===== src/rtl/painterengine_gpu_task_scheduler_pkg.sv =====
// rtl/painterengine_gpu_task_scheduler_pkg.sv - shared opcodes, status codes, FSM encoding and descriptor type
package painterengine_gpu_task_scheduler_pkg;

    localparam logic [1:0] GPU_OPCODE_MEMCPY       = 2'd0;
    localparam logic [1:0] GPU_OPCODE_COLORCONVERT = 2'd1;

    localparam logic [7:0] ENG_STATE_DONE             = 8'h08;
    localparam logic [7:0] ENG_STATE_LENGTH_ERROR     = 8'h09;
    localparam logic [7:0] ENG_STATE_DMA_READER_ERROR = 8'h0A;
    localparam logic [7:0] ENG_STATE_DMA_WRITER_ERROR = 8'h0B;

    localparam logic [7:0] SCHED_ILLEGAL_OPCODE = 8'hFE;
    localparam logic [7:0] SCHED_TIMEOUT        = 8'hFF;

    typedef enum logic [3:0] {
        ST_IDLE     = 4'd0,
        ST_ISSUE    = 4'd1,
        ST_RUN      = 4'd2,
        ST_COMPLETE = 4'd3,
        ST_ERROR    = 4'd4
    } sched_state_e;

    typedef struct packed {
        logic [1:0]  opcode;
        logic [31:0] source_address;
        logic [31:0] dest_address;
        logic [31:0] length;
    } gpu_desc_t;

    function automatic logic is_legal_opcode(input logic [1:0] op);
        return (op == GPU_OPCODE_MEMCPY) || (op == GPU_OPCODE_COLORCONVERT);
    endfunction

endpackage


===== src/rtl/painterengine_gpu_task_scheduler_cmd_fifo.sv =====
// rtl/painterengine_gpu_task_scheduler_cmd_fifo.sv - synchronous descriptor FIFO with full/empty/level
module painterengine_gpu_cmd_fifo
    import painterengine_gpu_task_scheduler_pkg::*;
#(
    parameter int DEPTH = 4
) (
    input  logic       i_clock,
    input  logic       i_resetn,
    input  logic       i_clear,
    input  logic       i_push,
    input  gpu_desc_t  i_data,
    input  logic       i_pop,
    output gpu_desc_t  o_data,
    output logic       o_full,
    output logic       o_empty,
    output logic [4:0] o_level
);
    localparam int AW = $clog2(DEPTH);

    gpu_desc_t     r_mem [DEPTH];
    logic [AW-1:0] r_wr_ptr;
    logic [AW-1:0] r_rd_ptr;
    logic [AW:0]   r_count;
    logic          w_push;
    logic          w_pop;

    assign o_full  = (r_count == (AW+1)'(DEPTH));
    assign o_empty = (r_count == '0);
    assign o_level = 5'(r_count);
    assign o_data  = r_mem[r_rd_ptr];
    assign w_push  = i_push && !o_full;
    assign w_pop   = i_pop && !o_empty;

    always_ff @(posedge i_clock or negedge i_resetn) begin
        if (!i_resetn) begin
            r_wr_ptr <= '0;
            r_rd_ptr <= '0;
            r_count  <= '0;
        end else if (i_clear) begin
            r_wr_ptr <= '0;
            r_rd_ptr <= '0;
            r_count  <= '0;
        end else begin
            if (w_push) r_wr_ptr <= r_wr_ptr + 1'b1;
            if (w_pop)  r_rd_ptr <= r_rd_ptr + 1'b1;
            case ({w_push, w_pop})
                2'b10:   r_count <= r_count + 1'b1;
                2'b01:   r_count <= r_count - 1'b1;
                default: r_count <= r_count;
            endcase
        end
    end

    // Storage carries no reset; validity is tracked by the pointers alone.
    always_ff @(posedge i_clock) begin
        if (w_push && !i_clear) r_mem[r_wr_ptr] <= i_data;
    end

endmodule


===== src/rtl/painterengine_gpu_task_scheduler.sv =====
// rtl/painterengine_gpu_task_scheduler.sv - descriptor queue, engine dispatch FSM and shared DMA/FIFO mux
module painterengine_gpu_task_scheduler
    import painterengine_gpu_task_scheduler_pkg::*;
#(
    parameter int          QUEUE_DEPTH    = 4,
    parameter logic [31:0] TIMEOUT_CYCLES = 32'd1_000_000,
    parameter int          ISSUE_CYCLES   = 2
) (
    input  logic        i_wire_clock,
    input  logic        i_wire_resetn,
    input  logic        i_wire_cmd_valid,
    output logic        o_wire_cmd_ready,
    input  logic [1:0]  i_wire_cmd_opcode,
    input  logic [31:0] i_wire_cmd_source_address,
    input  logic [31:0] i_wire_cmd_dest_address,
    input  logic [31:0] i_wire_cmd_length,
    input  logic        i_wire_clear,
    output logic [1:0]  o_wire_engine_resetn,
    output logic [31:0] o_wire_engine_source_address,
    output logic [31:0] o_wire_engine_dest_address,
    output logic [31:0] o_wire_engine_length,
    input  logic [63:0] i_wire_engine_state,
    input  logic [1:0]  i_wire_eng_dma_reader_resetn,
    input  logic [1:0]  i_wire_eng_dma_writer_resetn,
    input  logic [1:0]  i_wire_eng_fifo_resetn,
    input  logic [63:0] i_wire_eng_dma_reader_address,
    input  logic [63:0] i_wire_eng_dma_reader_length,
    input  logic [63:0] i_wire_eng_dma_writer_address,
    input  logic [63:0] i_wire_eng_dma_writer_length,
    output logic [1:0]  o_wire_eng_dma_reader_done,
    output logic [1:0]  o_wire_eng_dma_reader_error,
    output logic [1:0]  o_wire_eng_dma_writer_done,
    output logic [1:0]  o_wire_eng_dma_writer_error,
    output logic        o_wire_dma_reader_resetn,
    output logic        o_wire_dma_writer_resetn,
    output logic        o_wire_fifo_resetn,
    output logic [31:0] o_wire_dma_reader_address,
    output logic [31:0] o_wire_dma_reader_length,
    output logic [31:0] o_wire_dma_writer_address,
    output logic [31:0] o_wire_dma_writer_length,
    input  logic        i_wire_dma_reader_done,
    input  logic        i_wire_dma_reader_error,
    input  logic        i_wire_dma_writer_done,
    input  logic        i_wire_dma_writer_error,
    output logic [31:0] o_wire_state
);
    sched_state_e r_state;
    sched_state_e w_next_state;
    gpu_desc_t    w_push_desc;
    gpu_desc_t    w_head;
    logic         w_fifo_full;
    logic         w_fifo_empty;
    logic [4:0]   w_fifo_level;
    logic         w_push;
    logic         w_pop;
    logic         r_sel;
    logic [31:0]  r_src;
    logic [31:0]  r_dst;
    logic [31:0]  r_len;
    logic [31:0]  r_issue_cnt;
    logic [31:0]  r_wdog;
    logic [15:0]  r_done_count;
    logic [7:0]   r_error_code;
    logic [7:0]   w_sel_state;
    logic         w_eng_done;
    logic         w_eng_err;
    logic         w_timeout;
    logic         w_issue_done;
    logic [3:0]   w_level4;
    logic         w_unused_state_bits;

    assign w_push_desc      = {i_wire_cmd_opcode, i_wire_cmd_source_address,
                               i_wire_cmd_dest_address, i_wire_cmd_length};
    assign o_wire_cmd_ready = !w_fifo_full && !i_wire_clear;
    assign w_push           = i_wire_cmd_valid && o_wire_cmd_ready;
    assign w_pop            = (r_state == ST_IDLE) && !w_fifo_empty && !i_wire_clear;

    assign w_sel_state  = r_sel ? i_wire_engine_state[39:32] : i_wire_engine_state[7:0];
    assign w_eng_done   = (w_sel_state == ENG_STATE_DONE);
    assign w_eng_err    = (w_sel_state == ENG_STATE_LENGTH_ERROR) ||
                          (w_sel_state == ENG_STATE_DMA_READER_ERROR) ||
                          (w_sel_state == ENG_STATE_DMA_WRITER_ERROR);
    assign w_timeout    = (r_wdog >= TIMEOUT_CYCLES - 32'd1);
    assign w_issue_done = (r_issue_cnt == 32'(ISSUE_CYCLES - 1));
    assign w_level4     = (w_fifo_level > 5'd15) ? 4'hF : w_fifo_level[3:0];
    assign w_unused_state_bits = ^{i_wire_engine_state[63:40], i_wire_engine_state[31:8]};

    painterengine_gpu_cmd_fifo #(.DEPTH(QUEUE_DEPTH)) u_cmd_fifo (
        .i_clock  (i_wire_clock),
        .i_resetn (i_wire_resetn),
        .i_clear  (i_wire_clear),
        .i_push   (w_push),
        .i_data   (w_push_desc),
        .i_pop    (w_pop),
        .o_data   (w_head),
        .o_full   (w_fifo_full),
        .o_empty  (w_fifo_empty),
        .o_level  (w_fifo_level)
    );

    always_ff @(posedge i_wire_clock or negedge i_wire_resetn) begin
        if (!i_wire_resetn) r_state <= ST_IDLE;
        else                r_state <= w_next_state;
    end

    always_comb begin
        w_next_state = r_state;
        if (i_wire_clear) begin
            w_next_state = ST_IDLE;
        end else begin
            case (r_state)
                ST_IDLE:     if (!w_fifo_empty)
                                 w_next_state = is_legal_opcode(w_head.opcode) ? ST_ISSUE : ST_ERROR;
                ST_ISSUE:    if (w_issue_done) w_next_state = ST_RUN;
                ST_RUN:      if (w_eng_done)                  w_next_state = ST_COMPLETE;
                             else if (w_eng_err || w_timeout) w_next_state = ST_ERROR;
                ST_COMPLETE: w_next_state = ST_IDLE;
                ST_ERROR:    w_next_state = ST_ERROR;
                default:     w_next_state = ST_IDLE;
            endcase
        end
    end

    always_ff @(posedge i_wire_clock or negedge i_wire_resetn) begin
        if (!i_wire_resetn) begin
            r_sel        <= 1'b0;
            r_src        <= '0;
            r_dst        <= '0;
            r_len        <= '0;
            r_issue_cnt  <= '0;
            r_wdog       <= '0;
            r_done_count <= '0;
            r_error_code <= '0;
        end else begin
            if (w_pop) begin
                r_sel <= w_head.opcode[0];
                r_src <= w_head.source_address;
                r_dst <= w_head.dest_address;
                r_len <= w_head.length;
            end
            r_issue_cnt <= (r_state == ST_ISSUE) ? r_issue_cnt + 32'd1 : '0;
            // Watchdog restarts at zero on every RUN entry and saturates rather than wrapping.
            if (r_state != ST_RUN)     r_wdog <= '0;
            else if (r_wdog != '1)     r_wdog <= r_wdog + 32'd1;
            if (r_state == ST_COMPLETE && !i_wire_clear) r_done_count <= r_done_count + 16'd1;
            if (i_wire_clear)
                r_error_code <= '0;
            else if (w_pop && !is_legal_opcode(w_head.opcode))
                r_error_code <= SCHED_ILLEGAL_OPCODE;
            else if (r_state == ST_RUN && !w_eng_done && w_eng_err)
                r_error_code <= w_sel_state;
            else if (r_state == ST_RUN && !w_eng_done && w_timeout)
                r_error_code <= SCHED_TIMEOUT;
        end
    end

    always_comb begin
        o_wire_engine_resetn        = '0;
        o_wire_dma_reader_resetn    = 1'b0;
        o_wire_dma_writer_resetn    = 1'b0;
        o_wire_fifo_resetn          = 1'b0;
        o_wire_dma_reader_address   = '0;
        o_wire_dma_reader_length    = '0;
        o_wire_dma_writer_address   = '0;
        o_wire_dma_writer_length    = '0;
        o_wire_eng_dma_reader_done  = '0;
        o_wire_eng_dma_reader_error = '0;
        o_wire_eng_dma_writer_done  = '0;
        o_wire_eng_dma_writer_error = '0;
        if (r_state == ST_RUN) begin
            o_wire_engine_resetn[r_sel]        = 1'b1;
            o_wire_dma_reader_resetn           = i_wire_eng_dma_reader_resetn[r_sel];
            o_wire_dma_writer_resetn           = i_wire_eng_dma_writer_resetn[r_sel];
            o_wire_fifo_resetn                 = i_wire_eng_fifo_resetn[r_sel];
            o_wire_dma_reader_address          = r_sel ? i_wire_eng_dma_reader_address[63:32] : i_wire_eng_dma_reader_address[31:0];
            o_wire_dma_reader_length           = r_sel ? i_wire_eng_dma_reader_length[63:32]  : i_wire_eng_dma_reader_length[31:0];
            o_wire_dma_writer_address          = r_sel ? i_wire_eng_dma_writer_address[63:32] : i_wire_eng_dma_writer_address[31:0];
            o_wire_dma_writer_length           = r_sel ? i_wire_eng_dma_writer_length[63:32]  : i_wire_eng_dma_writer_length[31:0];
            o_wire_eng_dma_reader_done[r_sel]  = i_wire_dma_reader_done;
            o_wire_eng_dma_reader_error[r_sel] = i_wire_dma_reader_error;
            o_wire_eng_dma_writer_done[r_sel]  = i_wire_dma_writer_done;
            o_wire_eng_dma_writer_error[r_sel] = i_wire_dma_writer_error;
        end
    end

    assign o_wire_engine_source_address = r_src;
    assign o_wire_engine_dest_address   = r_dst;
    assign o_wire_engine_length         = r_len;
    assign o_wire_state = {r_done_count, r_error_code, w_level4, r_state};

endmodule


===== config.mk =====
export PLATFORM = sky130hd
export DESIGN_NAME = painterengine_gpu_task_scheduler
export DESIGN_NICKNAME = d
export VERILOG_FILES = /design/src/rtl/painterengine_gpu_task_scheduler_pkg.sv /design/src/rtl/painterengine_gpu_task_scheduler_cmd_fifo.sv /design/src/rtl/painterengine_gpu_task_scheduler.sv
export SDC_FILE = /design/constraint.sdc
export NUM_CORES = 1
export LEC_CHECK = 0
export CAP_MARGIN = 20
export CORE_AREA = 2 2 277 279
export CTS_BUF_LIST = sky130_fd_sc_hd__clkbuf_4
export CTS_CLUSTER_DIAMETER = 50
export DETAILED_ROUTE_END_ITERATION = 10
export DIE_AREA = 0 0 279 281
export PLACE_DENSITY = 0.65
export RECOVER_POWER = 50
export SYNTH_ARGS = -nofsm -noshare
export SYNTH_HDL_FRONTEND = slang
export SYNTH_SLANG_ARGS = --single-unit
export TNS_END_PERCENT = 100

===== constraint.sdc =====
create_clock -name i_wire_clock -period 8.5 [get_ports i_wire_clock]
set_input_delay 0.85 -clock i_wire_clock [delete_from_list [all_inputs] [get_ports i_wire_clock]]
set_output_delay 0.85 -clock i_wire_clock [all_outputs]
set_load 0.05 [all_outputs]

==> results.md <==
Setup path:
- The reg-to-reg endpoint is u_cmd_fifo.r_mem[2][63].
- The startpoint of the most critical register-to-register path is u_cmd_fifo.r_count[0].
- The nature of the critical path endpoint is a flop.
- The cell depth of the worst flop-to-flop path is 5.
- The worst setup path startpoint is i_wire_clear.
- Data on the critical path is required at its endpoint by 9.01 ns.
- The critical path is of the in2reg type.
- Along the worst path, the maximum fanout reaches 60.
- The arrival time of data at the critical path endpoint is 5.89 ns.
- The type of origin of the critical path is an input port.
- The register-to-register setup slack is 3.34 ns.
- The termination of the worst setup path is u_cmd_fifo.r_mem[2][63].

Clocking:
- TritonCTS built the clock tree.
- Buffers inserted during clock tree synthesis total 151.
- After clock tree synthesis, the clock-pin slew on the worst setup and hold paths is 0.06 ns.
- The clock reaches the later pin of the worst-skew pair after 0.97 ns.
- The cell sitting at the root of the clock tree is a clkbuf_4.
- The post-cts resize count is 0.
- The number of clock sinks is 587.
- In this run the number of H-tree levels came out at 4.
- The clock passes through at most 3 buffers.

Placed design:
- Routability-driven placement finished with a final weighted congestion of 0.795.
- Summed over all nets, the half-perimeter wirelength after detailed placement is 51700 um.
- The worst slack after detailed placement is 4.19 ns.
- During placement, the flow inserted port buffers numbering 651.
- The instance area at placement is 32300 sq um.

STA:
- Summed over all failing endpoints, the final setup total negative slack is 0 ns.
- The count of final hold-check violations was 0.
- The achievable clock frequency is 0.186 GHz.
- The worst-case setup margin in the final layout is 3.12 ns.
- For the pin with the worst max-slew slack, the measured transition is 4.30 ns.
- The ratio of final minimum period to clock period is 0.633.
- Measured against its own limit, the worst slew margin works out to -1.87.
- The maximum clock skew at final layout is 0.0872 ns.
- The final number of setup-violating endpoints is 0.
- The number of max-slew violations in the final report was 193.
- Setup repair after global routing left no endpoint under its margin.
- The minimum clock period after layout is 5.38 ns.

GRT:
- The via count of the first global-routing pass came to 17.2k.
- The global-route usage over all layers is 0.186.
- Entering global routing, the biggest net connects 116 pins.
- The overflow left after global routing is 0.
- The number of antenna violations at the first check in global routing came to 24.
- The first global-routing pass estimated 108000 um of wire.

Power and ir drop:
- The clock group share of total power is 0.244.
- The overall power is 0.0103 W.
- Of the total power, the share spent switching nets is 0.375.
- Of the total power, combinational logic draws 0.389.
- The leakage component of the power is 12.6 nW.
- The register share of total power is 0.366.
- The areal power density over the cells is 299 nW/um^2.
- The switching power is 0.00386 W.
- IR analysis of the VDD net gives a maximum drop of 0.248 mV.
- The design internal power is 0.00643 W.

Flow run:
- Max-cap violations in this run came to 4.

Cells and area:
- The post-layout instance area is 34400 sq um.
- The post-synthesis to final-layout area growth is 39.2%.
- Of the cells placed in the final design, the portion with a size suffix greater than 1 is 0.206.
- The final-stage net count is 2726.
- Leaving out fill and tap cells, the most frequent cell in the layout is clkdlybuf4s50_1.
- The library cells used most frequently in the layout, excluding fill and tap cells, are clkdlybuf4s50_1, edfxtp_1, clkbuf_4.

Floorplanning:
- The area of the core is 75400 sq um.
- For this configuration, the core starts out at a cell density of 0.327.
- 702 I/O pins were placed.
- The die covers 78400 sq um.
- The die is 281 um tall.
- The die span in x is 279 um.
- The cell row count is 101.

Drt:
- The routed wire length per instance is 22.0 um.
- The count of unresolved DRC violations after routing is 0.
- The total vias in the final route is 16.4k.
- The routed via count divided by cell count is 4.82.
- The number of search-and-repair iterations in the first detailed-routing pass is 4.
- The detailed router's first-iteration violation count is 725.
- The final antenna-violating net count is 0.
- Summed over all layers, the routed wires come to 74700 um.

Logic synthesis:
- During synthesis, Yosys emitted a total of 0 warnings.
- The fraction of registers with async set or reset after synthesis is 0.332.
- The mapped netlist covers 24700 sq um.
- The synthesized flop and latch total is 587.
- For this run, the register share of the synthesized area comes to 0.674.
- The cell count after synthesis came out at 1541.
- The most instantiated flip-flop cell in the synthesis netlist is edfxtp_1.
- The mean area per synthesized cell is 16.0 sq um.
- Counting flops with a built-in enable in the synthesized netlist gives 392.
- Synthesis instantiated 62 different standard cells from the library.

Outcome:
- The flow ran to the end, but the final reports show violations.
- The checks that failed: max-capacitance violations, max-slew violations.

Min path:
- The worst hold path stage count is 1.
- The worst hold path belongs to the class reg2reg.
## logic make-up after synthesis
group | synth area share
DFF | 0.674
and+or+nand+nor | 0.0780
muxes | 0.189
buffers and inverters | 0.0148
xor gates and xnor gates | 0.0252
AOI/OAI and AO/OA | 0.0140
adders and majority gates | 0.00486
other | 0.000152
## worst max-delay path, stage by stage
cell and delay, ns:
dlygate4sd3_1 0.84, a211oi_1 0.28, clkbuf_1 0.38, and2_0 2.33, buf_4 0.97
## power groups by stage
stage / registers, W / logic, W / clock network (W)
after global routing: 0.00382 / 0.00420 / 0.00276
after CTS: 0.00378 / 0.00406 / 0.00261
after floorplan: 0.00460 / 0.00178 / 0
after global placement: 0.00381 / 0.00401 / 0
final: 0.00377 / 0.00401 / 0.00252
after detailed placement: 0.00383 / 0.00404 / 0
## per-stage QoR
stage          cells   util  hold WS (ns)
4_1_cts         3386  0.456         0.362
3_3_place_gp    3108  0.428         0.466
6_report        3396  0.456         0.479
2_1_floorplan   1542      -         0.493
5_1_grt         3393  0.456         0.500
3_5_place_dp    3108  0.428         0.470
## how the worst min path moves through the flow
| stage | start | endpoint |
|---|---|---|
| after floorplan | r_issue_cnt[0] | r_issue_cnt[0] |
| after global placement | r_done_count[15] | r_done_count[15] |
| after detailed placement | r_error_code[2] | r_error_code[2] |
| after CTS | i_wire_resetn | o_wire_engine_dest_address[6] |
| after global routing | i_wire_cmd_dest_address[7] | u_cmd_fifo.r_mem[2][39] |
| final | r_done_count[15] | r_done_count[15] |
## what timing repair did
action                                  in CTS  in global routing
hold buffers                                 1                  0
setup buffers                                0                  0
endpoints found under the setup margin       0                  0
hold endpoints to repair                    66                  0
## Yosys cell counts, types with 5 or more instances
cell        n  area, sq um
mux2i_1   133         1330
buf_1      12         45.0
nor2_1    209          785
and3_1     21          131
xor2_1     39          342
edfxtp_1  392        11800
nand3_1    26          130
dfrtp_1   195         4880
nand4_1    17          106
and2_1     14         87.6
buf_2       5         25.0
ha_1        8          100
o21ai_0    14         70.1
a21o_2      5         43.8
inv_1       9         33.8
mux4_2     98         2210
and4_1     14          123
or3_1      11         68.8
xnor2_1    32          280
a21oi_1    19         95.1
nor3_1     11         55.1
nand2_1    38          143
nor4_1     12         75.1
clkbuf_1   58          218
mux2_2     98         1100
## sequential cells by signal, indices dropped and copies added (netlist names), 8 cells and up
register and cells:
u_cmd_fifo.r_mem 392, o_wire_engine_dest_address 32, r_wdog 32, r_error_code 8, r_done_count 16, r_issue_cnt 32
o_wire_engine_length 32, o_wire_engine_source_address 32
## layout make-up
class	count	area, sq um
fill	6674	41100
clock inverter	28	191
clock buffer	249	1870
timing repair buffer	670	6680
multi-input combinational	866	7710
antenna	9	22.5
sequential	587	16700
inverter	9	33.8
tap	978	1220
## metal layers
metal | part of all wire | vias to the layer above | global-route usage
met5 | 0.0018 | - | 0
met2 | 0.49 | 598 | 0.306
met3 | 0.092 | 130 | 0.0816
met4 | 0.024 | 20 | 0.0598
li1 | - | 7441 | -
met1 | 0.40 | 8181 | 0.218
(Power assumes the default switching activity.)
